`config.mk`:
```
export PLATFORM = sky130hd
export DESIGN_NAME = uart_mem_dumper_flat
export DESIGN_NICKNAME = d
export VERILOG_FILES = /design/src/rtl/uart_mem_dumper_pkg.sv /design/src/rtl/uart_mem_dumper_if.sv /design/src/rtl/uart_mem_dumper_serializer.sv /design/src/rtl/uart_mem_dumper.sv /design/src/flat_wrapper.sv
export SDC_FILE = /design/constraint.sdc
export NUM_CORES = 1
export LEC_CHECK = 0
export ABC_AREA = 1
export CAP_MARGIN = 20
export CORE_UTILIZATION = 40
export CTS_CLUSTER_SIZE = 14
export DETAILED_ROUTE_END_ITERATION = 8
export DONT_BUFFER_PORTS = 1
export PLACE_DENSITY = 0.57
export SYNTH_ARGS = -nofsm -noshare
export SYNTH_HDL_FRONTEND = slang
export SYNTH_SLANG_ARGS = --single-unit
```
`constraint.sdc`:
```
create_clock -name clk -period 1.95 [get_ports clk]
set_input_delay 0.39 -clock clk [delete_from_list [all_inputs] [get_ports clk]]
set_output_delay 0.39 -clock clk [all_outputs]
set_load 0.05 [all_outputs]
```
`src/rtl/uart_mem_dumper_pkg.sv`:
```
// Shared definitions for the memory dump readback path.
package uart_mem_dumper_pkg;

    localparam int unsigned DEF_ISA_WIDTH = 32;
    localparam int unsigned DEF_ROM_DEPTH = 14;
    localparam int unsigned DEF_READ_LAT  = 1;
    localparam int unsigned BYTE_WIDTH    = 8;

    typedef enum logic [2:0] {
        DUMP_IDLE = 3'd0,
        DUMP_REQ  = 3'd1,
        DUMP_READ = 3'd2,
        DUMP_WAIT = 3'd3,
        DUMP_SEND = 3'd4,
        DUMP_DONE = 3'd5
    } dump_state_t;

    function automatic int unsigned bytes_per_word(input int unsigned isa_width);
        return isa_width / BYTE_WIDTH;
    endfunction

endpackage

```
`src/rtl/uart_mem_dumper_if.sv`:
```
// Memory read port and UART TX byte port of the dumper.
interface uart_mem_dumper_if
    import uart_mem_dumper_pkg::*;
#(
    parameter int unsigned ISA_WIDTH = DEF_ISA_WIDTH,
    parameter int unsigned ROM_DEPTH = DEF_ROM_DEPTH
);

    logic                  mem_req;
    logic                  mem_grant;
    logic [ROM_DEPTH:0]    mem_addr;
    logic                  mem_read_en;
    logic [ISA_WIDTH-1:0]  mem_rdata;
    logic                  tx_valid;
    logic [BYTE_WIDTH-1:0] tx_data;
    logic                  tx_ready;

    modport master (
        output mem_req, mem_addr, mem_read_en, tx_valid, tx_data,
        input  mem_grant, mem_rdata, tx_ready
    );

    modport slave (
        input  mem_req, mem_addr, mem_read_en, tx_valid, tx_data,
        output mem_grant, mem_rdata, tx_ready
    );

endinterface

```
`src/rtl/uart_mem_dumper_serializer.sv`:
```
// Splits one memory word into bytes, MSB first, behind a valid/ready stage.
module word_byte_serializer
    import uart_mem_dumper_pkg::*;
#(
    parameter int unsigned ISA_WIDTH = DEF_ISA_WIDTH
) (
    input  logic                  clk,
    input  logic                  rst,
    input  logic                  load,
    input  logic [ISA_WIDTH-1:0]  word,
    input  logic                  flush,
    input  logic                  tx_ready,
    output logic                  tx_valid,
    output logic [BYTE_WIDTH-1:0] tx_data,
    output logic                  last_byte,
    output logic                  fire
);

    localparam int unsigned BYTES_PER_WORD = bytes_per_word(ISA_WIDTH);
    localparam int unsigned IDX_W = (BYTES_PER_WORD > 1) ? $clog2(BYTES_PER_WORD) : 1;

    logic [ISA_WIDTH-1:0] shreg_q;
    logic [IDX_W-1:0]     idx_q;
    logic                 valid_q;

    assign tx_valid  = valid_q;
    assign tx_data   = shreg_q[ISA_WIDTH-1 -: BYTE_WIDTH];
    assign last_byte = (idx_q == IDX_W'(BYTES_PER_WORD - 1));
    assign fire      = valid_q & tx_ready;

    // Hold the current byte until accepted, then shift the next one up.
    always_ff @(posedge clk) begin
        if (rst) begin
            shreg_q <= '0;
            idx_q   <= '0;
            valid_q <= 1'b0;
        end else if (flush) begin
            valid_q <= 1'b0;
        end else if (load) begin
            shreg_q <= word;
            idx_q   <= '0;
            valid_q <= 1'b1;
        end else if (fire) begin
            if (last_byte) begin
                valid_q <= 1'b0;
            end else begin
                shreg_q <= shreg_q << BYTE_WIDTH;
                idx_q   <= idx_q + IDX_W'(1);
            end
        end
    end

endmodule

```
`src/rtl/uart_mem_dumper.sv`:
```
// Reads a block of memory words and streams them as bytes to the UART TX.
module uart_mem_dumper
    import uart_mem_dumper_pkg::*;
#(
    parameter int unsigned ISA_WIDTH = DEF_ISA_WIDTH,
    parameter int unsigned ROM_DEPTH = DEF_ROM_DEPTH,
    parameter int unsigned READ_LAT  = DEF_READ_LAT
) (
    input  logic               clk,
    input  logic               rst,
    input  logic               start,
    input  logic [ROM_DEPTH:0] start_addr,
    input  logic [ROM_DEPTH:0] word_count,
    input  logic               abort,
    uart_mem_dumper_if.master  bus,
    output logic               busy,
    output logic               done,
    output logic [ROM_DEPTH:0] words_sent
);

    localparam int unsigned AW    = ROM_DEPTH + 1;
    localparam int unsigned LAT_W = 2;

    dump_state_t           state_q, state_d;
    logic [AW-1:0]         addr_q;
    logic [AW-1:0]         remain_q;
    logic [AW-1:0]         sent_q;
    logic [LAT_W-1:0]      lat_q;
    logic                  pend_q;

    logic                  req, rd_en;
    logic                  cmd_load, lat_inc, word_done, pend_set;
    logic                  ser_load, ser_flush, ser_fire, ser_last, ser_valid;
    logic [BYTE_WIDTH-1:0] ser_data;

    word_byte_serializer #(
        .ISA_WIDTH (ISA_WIDTH)
    ) u_ser (
        .clk       (clk),
        .rst       (rst),
        .load      (ser_load),
        .word      (bus.mem_rdata),
        .flush     (ser_flush),
        .tx_ready  (bus.tx_ready),
        .tx_valid  (ser_valid),
        .tx_data   (ser_data),
        .last_byte (ser_last),
        .fire      (ser_fire)
    );

    assign bus.mem_req     = req;
    assign bus.mem_read_en = rd_en;
    assign bus.mem_addr    = addr_q;
    assign bus.tx_valid    = ser_valid;
    assign bus.tx_data     = ser_data;
    assign busy            = (state_q != DUMP_IDLE);
    assign done            = (state_q == DUMP_DONE);
    assign words_sent      = sent_q;

    // Next-state and per-state strobes; abort wins over grant loss.
    always_comb begin
        state_d   = state_q;
        req       = 1'b0;
        rd_en     = 1'b0;
        cmd_load  = 1'b0;
        lat_inc   = 1'b0;
        ser_load  = 1'b0;
        ser_flush = 1'b0;
        word_done = 1'b0;
        pend_set  = 1'b0;
        case (state_q)
            DUMP_IDLE: begin
                if (start && !abort) begin
                    cmd_load = 1'b1;
                    state_d  = (word_count == '0) ? DUMP_DONE : DUMP_REQ;
                end
            end
            DUMP_REQ: begin
                req = 1'b1;
                if (abort)              state_d = DUMP_DONE;
                else if (bus.mem_grant) state_d = DUMP_READ;
            end
            DUMP_READ: begin
                req = 1'b1;
                if (abort) begin
                    state_d = DUMP_DONE;
                end else if (!bus.mem_grant) begin
                    state_d = DUMP_REQ;
                end else begin
                    rd_en   = 1'b1;
                    state_d = DUMP_WAIT;
                end
            end
            DUMP_WAIT: begin
                req = 1'b1;
                if (abort) begin
                    state_d = DUMP_DONE;
                end else if (!bus.mem_grant) begin
                    state_d = DUMP_REQ;
                end else if (lat_q == LAT_W'(READ_LAT - 1)) begin
                    ser_load = 1'b1;
                    state_d  = DUMP_SEND;
                end else begin
                    lat_inc = 1'b1;
                end
            end
            DUMP_SEND: begin
                // An abort seen mid-byte is remembered until that byte is taken.
                if (ser_fire) begin
                    word_done = ser_last;
                    if (abort || pend_q) begin
                        ser_flush = 1'b1;
                        state_d   = DUMP_DONE;
                    end else if (ser_last) begin
                        state_d = (remain_q == AW'(1)) ? DUMP_DONE : DUMP_REQ;
                    end
                end else if (abort) begin
                    pend_set = 1'b1;
                end
            end
            DUMP_DONE: begin
                state_d = DUMP_IDLE;
            end
            default: begin
                state_d = DUMP_IDLE;
            end
        endcase
    end

    // State, address/remaining/sent counters and read-latency counter.
    always_ff @(posedge clk) begin
        if (rst) begin
            state_q  <= DUMP_IDLE;
            addr_q   <= '0;
            remain_q <= '0;
            sent_q   <= '0;
            lat_q    <= '0;
            pend_q   <= 1'b0;
        end else begin
            state_q <= state_d;
            lat_q   <= lat_inc ? lat_q + LAT_W'(1) : '0;
            pend_q  <= pend_set | (pend_q & (state_d == DUMP_SEND));
            if (cmd_load) begin
                addr_q   <= start_addr;
                remain_q <= word_count;
                sent_q   <= '0;
            end else if (word_done) begin
                sent_q   <= sent_q + AW'(1);
                remain_q <= remain_q - AW'(1);
                // Only the low bits advance; the memory-select bit is fixed per dump.
                if (state_d == DUMP_REQ)
                    addr_q <= {addr_q[ROM_DEPTH], addr_q[ROM_DEPTH-1:0] + ROM_DEPTH'(1)};
            end
        end
    end

endmodule

```
`src/flat_wrapper.sv`:
```
// flat-port wrapper written by rule: the top's interface ports become plain ports
module uart_mem_dumper_flat import uart_mem_dumper_pkg::*;
#(
    parameter int unsigned ISA_WIDTH = DEF_ISA_WIDTH,
    parameter int unsigned ROM_DEPTH = DEF_ROM_DEPTH,
    parameter int unsigned READ_LAT  = DEF_READ_LAT
)
  (clk, rst, start, start_addr, word_count, abort, busy, done, words_sent, bus_mem_req, bus_mem_addr, bus_mem_read_en, bus_tx_valid, bus_tx_data, bus_mem_grant, bus_mem_rdata, bus_tx_ready);
  uart_mem_dumper_if #(.ISA_WIDTH(ISA_WIDTH), .ROM_DEPTH(ROM_DEPTH)) bus_i ();
  input  logic clk;
  input  logic rst;
  input  logic start;
  input  logic [ROM_DEPTH:0] start_addr;
  input  logic [ROM_DEPTH:0] word_count;
  input  logic abort;
  output logic busy;
  output logic done;
  output logic [ROM_DEPTH:0] words_sent;
  output wire logic [$bits(bus_i.mem_req)-1:0] bus_mem_req;
  output wire logic [$bits(bus_i.mem_addr)-1:0] bus_mem_addr;
  output wire logic [$bits(bus_i.mem_read_en)-1:0] bus_mem_read_en;
  output wire logic [$bits(bus_i.tx_valid)-1:0] bus_tx_valid;
  output wire logic [$bits(bus_i.tx_data)-1:0] bus_tx_data;
  input wire logic [$bits(bus_i.mem_grant)-1:0] bus_mem_grant;
  input wire logic [$bits(bus_i.mem_rdata)-1:0] bus_mem_rdata;
  input wire logic [$bits(bus_i.tx_ready)-1:0] bus_tx_ready;
  assign bus_mem_req = bus_i.mem_req;
  assign bus_mem_addr = bus_i.mem_addr;
  assign bus_mem_read_en = bus_i.mem_read_en;
  assign bus_tx_valid = bus_i.tx_valid;
  assign bus_tx_data = bus_i.tx_data;
  assign bus_i.mem_grant = bus_mem_grant;
  assign bus_i.mem_rdata = bus_mem_rdata;
  assign bus_i.tx_ready = bus_tx_ready;
  uart_mem_dumper #(.ISA_WIDTH(ISA_WIDTH), .ROM_DEPTH(ROM_DEPTH), .READ_LAT(READ_LAT)) u_core (.clk(clk), .rst(rst), .start(start), .start_addr(start_addr), .word_count(word_count), .abort(abort), .bus(bus_i), .busy(busy), .done(done), .words_sent(words_sent));
endmodule
```
# After elaboration in Yosys (flattened, before gate mapping)
# Index checks and enable logic that the tools add are counted.
# word_totals
ff_bits	86
input_bits	68
# op_classes
addsub	5
n_eq_ne	10
mux	50
bitwise	5
n_reduce_logical	18
# op_table
op	count
two-way mux 32 bit	3
two-way mux 15 bit	4
two-way mux 3 bit	12
two-way mux 1 bit	25
adder 15 x 1 -> 15 bit, second input constant	1
== test 15 x 1 -> 1 bit, second input constant	1
zero test 15 bit	1
case mux 3 bit (5 select lines)	1
subtractor 15 x 1 -> 15 bit, second input constant	1
adder 14 x 1 -> 14 bit, second input constant	1
two-way mux 14 bit	1
== test 3 bit, second input constant	3
two-way mux 2 bit	4
nonzero test 2 bit	4
== test 3 x 1 -> 1 bit, second input constant	2
== test 3 x 2 -> 1 bit, second input constant	2
OR reduction 2 bit	3
adder 2 x 1 -> 2 bit, second input constant	2
AND reduction 2 bit	2
zero test 3 bit	1
AND reduction 3 bit	1
nonzero test 3 bit	1
OR reduction 3 bit	1
bitwise AND 1 bit	2
8 further kinds	9

# Depth between registers and ports, before layout
# Gate-level depths: netlist of the first run.
# depth
depth_word	10
depth_mapped	12
mapped_depth_nobuf	12

# Hierarchy
# From an unflattened synthesis of the first run, not the netlist that was laid out.
# unflattened
hier_cells	776
hier_area_um2	5029.8
# modules_own_cells
module	instances	cells_per_inst	area_each_um2	seq_area_each_um2
uart_mem_dumper	1	491	3279.4	1021.0
word_byte_serializer	1	285	1750.4	700.7

# Least setup slack after synthesis of the first run
# No wires, ideal clock.
# synth_timing
path_kind	flip-flop to output port
startpoint	register u_core.state_q[0]
endpoint	output done
t_arrival_ps	1577
setup_slack_ps	-17
path_stages_with_launch	4
n_path_buf	1
cell_sequence	dfxtp_1 > buf_6 > inv_1 > nor3_1
# synth_via
elab_chain_cells	1
# synth_rtl
item	line_no	text
start: declaration	uart_mem_dumper.sv:24	dump_state_t state_q, state_d;
start signal: assignment	uart_mem_dumper.sv:140	state_q <= state_d;
== test 3 bit	uart_mem_dumper.sv:57	assign done = (state_q == DUMP_DONE);
end: declaration	flat_wrapper.sv:17	output logic done;
# Every way passes these cells.

# Final worst setup path of the first run
# layout_timing
startpoint	register u_core.state_q[1]
endpoint	output bus_mem_read_en
# layout_via
elab_chain_cells	2
# layout_rtl
item	line_no	text
== test 3 x 2 -> 1 bit	uart_mem_dumper.sv:71	case (state_q)
two-way mux 1 bit	uart_mem_dumper.sv:71	
end: declaration	flat_wrapper.sv:21	output wire logic [$bits(bus_i.mem_read_en)-1:0] bus_mem_read_en;
# Every way passes these cells.

==> summary.txt, run 1 <==
Initial antenna violation count = 0
Crit path capture type = primary output
Met1 usage = 23.95%
Avg Vias per Cell = 5.181
Drt wl/cell = 14.00 um
Gate power share = 10.7%
Routability Congestion = 0.8306
Worst Path Max Fanout = 5
Max Fclk = 549.4 MHz
GR Util met2 = 35.45%
Post-layout util = 46.64%
RSZ-0062 raised after global routing = false
Crit path time final = 1820 ps
Site row count = 39
Yosys warnings = 0
Die span in y = 109.9 um
CTS H-tree depth = 3
Mapped Cells = 678
Reg power frac = 46.9%
Clock transition at path regs = 70 ps
Layout Skew = 8.070 ps
Min-delay worst type = input port to flop
Avg Inst Size Synth = 6.869 um2
CP startpoint kind = flop
Mapped Nets = 752
Least-Margin Pin Slew = 591.8 ps
Net switching power = 1.094 mW
Clock share of power = 42.4%
Outcome = completed
Final setup fails = 0
Setup CP Type = flop to primary output
Hold buffer count at cts = 0
Total GRT Usage = 20.40%
Synth Cell Area = 0.004657 mm2
Largest net degree at the start of global routing = 49
Fillcell total = 1177
Routed wire length = 11900 um
Leakage Power = 2.273 nW
Clk_lat worst skew = 350 ps
Register area share after synthesis = 36.97%
Post-DRT Antenna Nets = 0
Register bit count reported by yosys = 86
Distinct cells, synth = 41
DRC viols = 0
DPL Wire Length = 8706 um
Max transition margin = 60.49%
Grt met3 use = 5.513%
CTS tree = yes
Routed vias = 4404
Power density cells = 735.7 mW/mm2
Setup TNS = 0 ps
Worst path required time = 1560 ps
Initial drt markers = 261
Clock buffer depth = 2
Worst path arrival time = 1430 ps
IO buf count = 0
Switch share = 28.04%
Vias in the first global route = 4123
Chip Width = 109.9 um
Pre-Repair DR Iteration Count = 4
Max cap viols = 0
Fin crit share = 93.35%
P&R area growth vs syn = 13.86%
Final hold vios = 0
Num CTS Buffers = 9
Sink Count = 86
Maximum vdd drop = 0.0005128 V
First-pass GRT wire length = 19090 um
Internal = 2.807 mW
Clock root buffer = clkbuf_16
Slew Viols, Final = 0
Most used routing layer = met2
Total global routing overflow = 0
Die ar. = 0.01208 mm2
Initial core utilization = 40.96%
Final #Nets = 776
Share of cells above drive strength 1 = 13.01%
Ports = 111
R2R setup slack = 220 ps
N_diodes = 0
Core ar. = 0.01137 mm2
-- critical path, stage by stage, from the launching register on --
cell     delay (ps)
dfxtp_2         400
inv_2            70
nor2_2          170
nand2_1         100
nor2_1          130
buf_4           210
-- state kept, by name, indices dropped and copies added (netlist names) --
register               cells
u_core.bus.mem_addr       15
u_core.lat_q               2
u_core.pend_q              1
u_core.remain_q           15
u_core.state_q             3
u_core.u_ser.idx_q         2
u_core.u_ser.shreg_q      32
u_core.u_ser.tx_valid      1
u_core.words_sent         15
-- per-stage QoR --
step,cells,hold slack [ps],setup WS (ps),instance area [um2],total power [mW]
final,850,114.8,129.7,5303,3.901
after global routing,850,90.26,15.76,5303,4.066
after CTS,846,99.04,8.556,5271,3.943
after floorplan,678,391.1,21.41,4662,2.203
after detailed placement,830,409.8,190.2,4989,2.289
after global placement,830,399.4,253.4,4989,2.283
-- synthesized netlist by cell type --
cell type,count,share of area (%)
inv_2,8,0.64
clkinv_1,1,0.081
o221ai_1,1,0.19
o21ai_0,21,2.3
clkbuf_1,15,1.2
nand3_2,2,0.43
o31ai_1,2,0.32
nand4_2,1,0.27
buf_4,8,1.3
and2_4,1,0.19
and3_1,1,0.13
o211a_1,24,5.2
nand2_1,196,16
nand4_1,13,1.7
buf_1,1,0.081
nand4_4,1,0.46
ha_1,6,1.6
nor3_1,8,0.86
nor4_1,1,0.13
nor2_8,1,0.43
o22ai_1,3,0.40
xor2_1,6,1.1
buf_6,4,0.97
o311ai_1,1,0.19
nor2_1,69,5.6
a21boi_0,1,0.16
a221oi_1,2,0.38
a21oi_1,44,4.7
o2111ai_1,2,0.38
buf_2,9,0.97
dfxtp_1,86,37
nor2_4,3,0.73
nand3_1,57,6.1
nor3b_1,3,0.48
xnor2_1,5,0.94
a31oi_1,8,1.1
nor2_2,1,0.13
a211oi_1,1,0.16
nand2_2,3,0.40
inv_1,55,4.4
or2_2,3,0.40
-- cell type report --
cell class / instances / area [um2] / area share, %
clock buffer: 9 / 225.2 / 4.247
clock inverter: 7 / 57.56 / 1.085
inverter: 64 / 240.2 / 4.530
multi-input combinational: 491 / 2490 / 46.96
sequential: 86 / 1723 / 32.49
tap: 143 / 178.9 / 3.374
timing repair buffer: 50 / 387.9 / 7.315
-- power groups by stage --
stage	Clock [mW]	Combinational, mW	Sequential [mW]
after floorplan	0	0.310	1.89
after global placement	0	0.416	1.87
after detailed placement	0	0.421	1.87
after CTS	1.69	0.422	1.83
after global routing	1.76	0.473	1.83
final	1.65	0.419	1.83
-- worst paths after layout --
check,from,end,depth (start not counted)
hold reg to reg,u_core.lat_q[0],u_core.lat_q[0],1
setup / recovery,u_core.state_q[1],bus_mem_read_en,5
setup reg to reg,u_core.u_ser.idx_q[0],u_core.words_sent[10],7
hold / removal,rst,u_core.remain_q[11],1
-- metal layers --
layer	routed length, um	vias up
li1	-	2274
met1	5095	2001
met2	5797	116
met3	807	13
met4	204	0
met5	0	-
-- cells by family (layout without fill, tap and decap cells) --
family,Yosys count,after routing,synth area share (%)
buf+inv,101,130,9.672
xor+xnor,11,11,2.069
flops,86,86,36.97
fa+ha+maj,6,6,1.612
simple gates,364,364,34.28
compound gates,110,110,15.40
-- cells in the final DEF, fill, tap and decap left out, types with 2 or more instances in the layout --
master / netlist / routed
o31ai_1: 2 / 2
nand4_1: 13 / 13
nor2_1: 69 / 69
nor3_1: 8 / 7
nand3_2: 2 / 2
xnor2_1: 5 / 5
nand2_1: 196 / 196
nand2_2: 3 / 3
o22ai_1: 3 / 3
a21oi_1: 44 / 44
buf_4: 8 / 49
o211a_1: 24 / 24
a221oi_1: 2 / 2
inv_1: 55 / 55
or2_2: 3 / 3
ha_1: 6 / 6
a31oi_1: 8 / 8
xor2_1: 6 / 6
o21ai_0: 21 / 21
dfxtp_1: 86 / 85
o2111ai_1: 2 / 2
clkbuf_16: 0 / 9
inv_2: 8 / 8
nor2_4: 3 / 3
nand3_1: 57 / 57
clkinvlp_4: 0 / 2
inv_6: 0 / 2
nor3b_1: 3 / 3
-- timing repair --
action | 4_1_cts | 5_1_grt
resized for setup | 0 | 1
setup buffers | 0 | 4
endpoints found under the setup margin | 0 | 2
Note: power is estimated with default switching activity, not from simulation.
==> run 2: changes to the inputs <==
--- a/config.mk
+++ b/config.mk
@@ -5,7 +5,6 @@
 export SDC_FILE = /design/constraint.sdc
 export NUM_CORES = 1
 export LEC_CHECK = 0
-export ABC_AREA = 1
 export CAP_MARGIN = 20
 export CORE_UTILIZATION = 40
 export CTS_CLUSTER_SIZE = 14
==> run 2 against run 1 <==
Compared with the run above: highest routed layer unchanged; via count is 10% lower; largest power group unchanged; count of clock-buffer cells in the layout is 2 higher; non-clock buffer count is 29 higher; the run now ends with setup timing left.
==> summary.txt, run 2 <==
Final setup fails = 1 (+1)
Layout Skew = 12.57 ps (+4.501 ps)
Finished layout cell area = 0.005336 mm2 (+0.64%)
Avg Vias per Cell = 5.524 (+6.6%)
Clk_lat worst skew = 350 ps (about the same)
Hold Path Sink = u_core.u_ser.shreg_q[28]
Setup CP Type = flop to flop
Share of cells above drive strength 1 = 25.47% (+12 points)
Synth top area share = 40.63% (+3.7 points)
IO buf count = 0 (unchanged)
Fin crit share = 100.8% (+7.4 points)
Net switching power = 1.012 mW (-7.4%)
Num CTS Buffers = 9 (unchanged)
Die span in y = 104.9 um (-4.5%)
Hold wc startpoint = rst
Mapped Cells = 529 (-22%)
R2R setup slack = -20 ps (-240 ps)
Pre-Repair DR Iteration Count = 5 (+1)
Max transition margin = 60.79% (+0.29 points)
Fillcell total = 1005 (-15%)
Total global routing overflow = 0 (unchanged)
Gate power share = 12.8% (+2.1 points)
R2R cell count = 7 (unchanged)
Max Fclk = 508.8 MHz (-7.4%)
Reg power frac = 48.3% (+1.4 points)
Crit path max-delay cell type = or4_4
Initial antenna violation count = 0 (unchanged)
Max reg flops = 32 (unchanged)
Initial drt markers = 358 (+37%)
Placed cell count = 690 (-17%)
Main synth FF type = dfxtp_1
Final non-filler cell total = 717 (-16%)
First-pass GRT wire length = 18220 um (-4.6%)
Clock root buffer = clkbuf_8
Top-count cell post-synth = nand2_1
Die ar. = 0.01101 mm2 (-8.8%)
Crit path largest cell delay = 560 ps (+160 ps)
CTS H-tree depth = 3 (unchanged)
Drt wl/cell = 15.73 um (+12%)
Post-synth top cells = nand2_1, dfxtp_1, nor2_1, a21oi_1, clkbuf_1
RSZ-0062 raised after global routing = true
Violated checks = setup timing
Post-synth EDFFs = 0 (unchanged)
Register area share after synthesis = 40.63% (+3.7 points)
Sink Count = 86 (unchanged)
Final hold vios = 0 (unchanged)
CP startpoint kind = flop
Distinct cells, synth = 55 (+34%)
Crit Reg-Reg Endpoint = u_core.bus.mem_addr[0]
Internal = 2.811 mW (+0.14%)
Hold Path Depth = 1 (unchanged)
R2r startpoint = u_core.remain_q[11]
DRC viols = 0 (unchanged)
Placed Instance Area = 0.004838 mm2 (-3.0%)
Most common cell after layout, fill and taps aside = nand2_1
Largest cells by area after synthesis = dfxtp_1, nand2_1, nor2_1, a311oi_1, xnor2_1
Site row count = 37 (-5.1%)
Least-Margin Pin Slew = 587.4 ps (-4.393 ps)
Core ar. = 0.01028 mm2 (-9.6%)
Final #Nets = 650 (-16%)
Mapped Nets = 603 (-20%)
Register bit count reported by yosys = 86 (unchanged)
Clock buffer depth = 2 (unchanged)
Synth Cell Area = 0.004238 mm2 (-9.0%)
Setup ws final = -15.22 ps (-145.0 ps)
Routed wire length = 11280 um (-5.3%)
Min-delay worst type = input port to flop
Clock share of power = 38.9% (-3.5 points)
Most frequent cells in the layout = nand2_1, dfxtp_1, buf_4
Yosys warnings = 0 (unchanged)
Worst path required time = 2210 ps (+650 ps)
Total GRT Usage = 20.53% (+0.13 points)
Vias in the first global route = 3679 (-11%)
Ports = 111 (unchanged)
Worst Path Max Fanout = 8 (+3)
Yosys top cell by area = dfxtp_1
N_diodes = 0 (unchanged)
Power density cells = 716.5 mW/mm2 (-2.6%)
FFs w/ async S/R, synth = 0% (unchanged)
Routability Congestion = 0.8868 (+6.8%)
Outcome = finished with violations
Crit path time final = 1965 ps (+145.0 ps)
Max cap viols = 0 (unchanged)
Routed vias = 3961 (-10%)
Avg Inst Size Synth = 8.011 um2 (+17%)
Worst path arrival time = 2230 ps (+800 ps)
Crit path capture type = flop
Maximum vdd drop = 0.0004027 V (-21%)
Slew Viols, Final = 0 (unchanged)
Chip Width = 104.9 um (-4.5%)
DPL Wire Length = 8017 um (-7.9%)
Post-DRT Antenna Nets = 0 (unchanged)
Clock transition at path regs = 100 ps (+30 ps)
Leakage Power = 1.834 nW (-19%)
Largest net degree at the start of global routing = 71 (+45%)
Biggest register = u_core.u_ser.shreg_q
Crit-path cells = or4_4 -> nor4_4 -> buf_4 -> buf_12 -> nor3_4 -> xnor2_1 -> a211oi_1
Switch share = 26.48% (-1.6 points)
P&R area growth vs syn = 25.92%
CTS tree = yes
Initial core utilization = 41.23% (+0.27 points)
Post-layout util = 51.92% (+5.3 points)
run 2: cell families after synthesis:
logic type	share of synthesized area [%]
DFF	40.63
muxes	0.4724
adders and majority gates	1.771
xor gates and xnor gates	4.960
buffers and inverters	5.816
AOI/OAI and AO/OA	17.42
and+or+nand+nor	28.93
run 2: critical path: cells and delay by family (launching register included):
family,cells,cell delay [ps]
simple gates,3,880
flops,1,330
buf+inv,2,310
compound gates,1,240
xor+xnor,1,130
run 2: timing repair:
| action | in CTS | in global routing |
|---|---|---|
| hold buffers | 0 | 0 |
| pin swaps | 1 | 8 |
| endpoints found under the setup margin | 20 | 52 |
| gates resized for setup | 10 | 27 |
| buffers inserted | 2 | 7 |
| cloned | 0 | 2 |
| endpoints found under the hold margin | 0 | 0 |
run 2: layer usage:
| layer | part of all wire [%] | global-route usage, % | vias up |
|---|---|---|---|
| met5 | 0 | 0 | - |
| met4 | 0.82 | 5.231 | 0 |
| met3 | 6.6 | 6.176 | 11 |
| met2 | 46 | 32.21 | 85 |
| met1 | 46 | 27.40 | 1883 |
| li1 | - | - | 1982 |
run 2: power groups by stage:
stage / clock network (mW) / registers, mW / logic (mW)
floorplan: 0 / 1.96 / 0.258
global placement: 0 / 1.89 / 0.449
detailed placement: 0 / 1.89 / 0.449
CTS: 1.53 / 1.85 / 0.458
global route: 1.60 / 1.85 / 0.525
finish: 1.49 / 1.85 / 0.490
run 2: metrics by stage:
step	hold slack (ps)	setup TNS (ps)	power, mW	setup slack (ps)
final	97.38	-15.22	3.824	-15.22
after global routing	75.93	-718.2	3.984	-103.0
after CTS	77.80	-17.29	3.837	-17.29
after detailed placement	456.7	-203.6	2.335	-51.89
after global placement	451.5	0	2.334	1.107
after floorplan	448.1	-220.6	2.216	-58.14
run 2: how the worst max path moves through the flow:
stage / startpoint / end / slack [ps] / depth (start not counted)
final: u_core.remain_q[11] / u_core.bus.mem_addr[0] / -20 / 7
after global routing: u_core.remain_q[0] / u_core.bus.mem_addr[0] / -100 / 8
after floorplan: u_core.remain_q[9] / u_core.bus.mem_addr[10] / -60 / 7
after CTS: u_core.remain_q[0] / u_core.remain_q[14] / -20 / 7
after detailed placement: u_core.remain_q[11] / u_core.bus.mem_addr[0] / -50 / 6
after global placement: u_core.state_q[0] / u_core.u_ser.shreg_q[31] / 1 / 6
run 2: layout make-up:
class / count / area [um2] / share of cell area [%]
Tap cell: 136 / 170.2 / 3.189
Timing Repair Buffer: 79 / 698.2 / 13.08
Multi-Input combinational cell: 392 / 2459 / 46.07
Sequential cell: 86 / 1739 / 32.59
Clock inverter: 5 / 87.58 / 1.641
Inverter: 8 / 30.03 / 0.5627
Clock buffer: 11 / 152.6 / 2.860
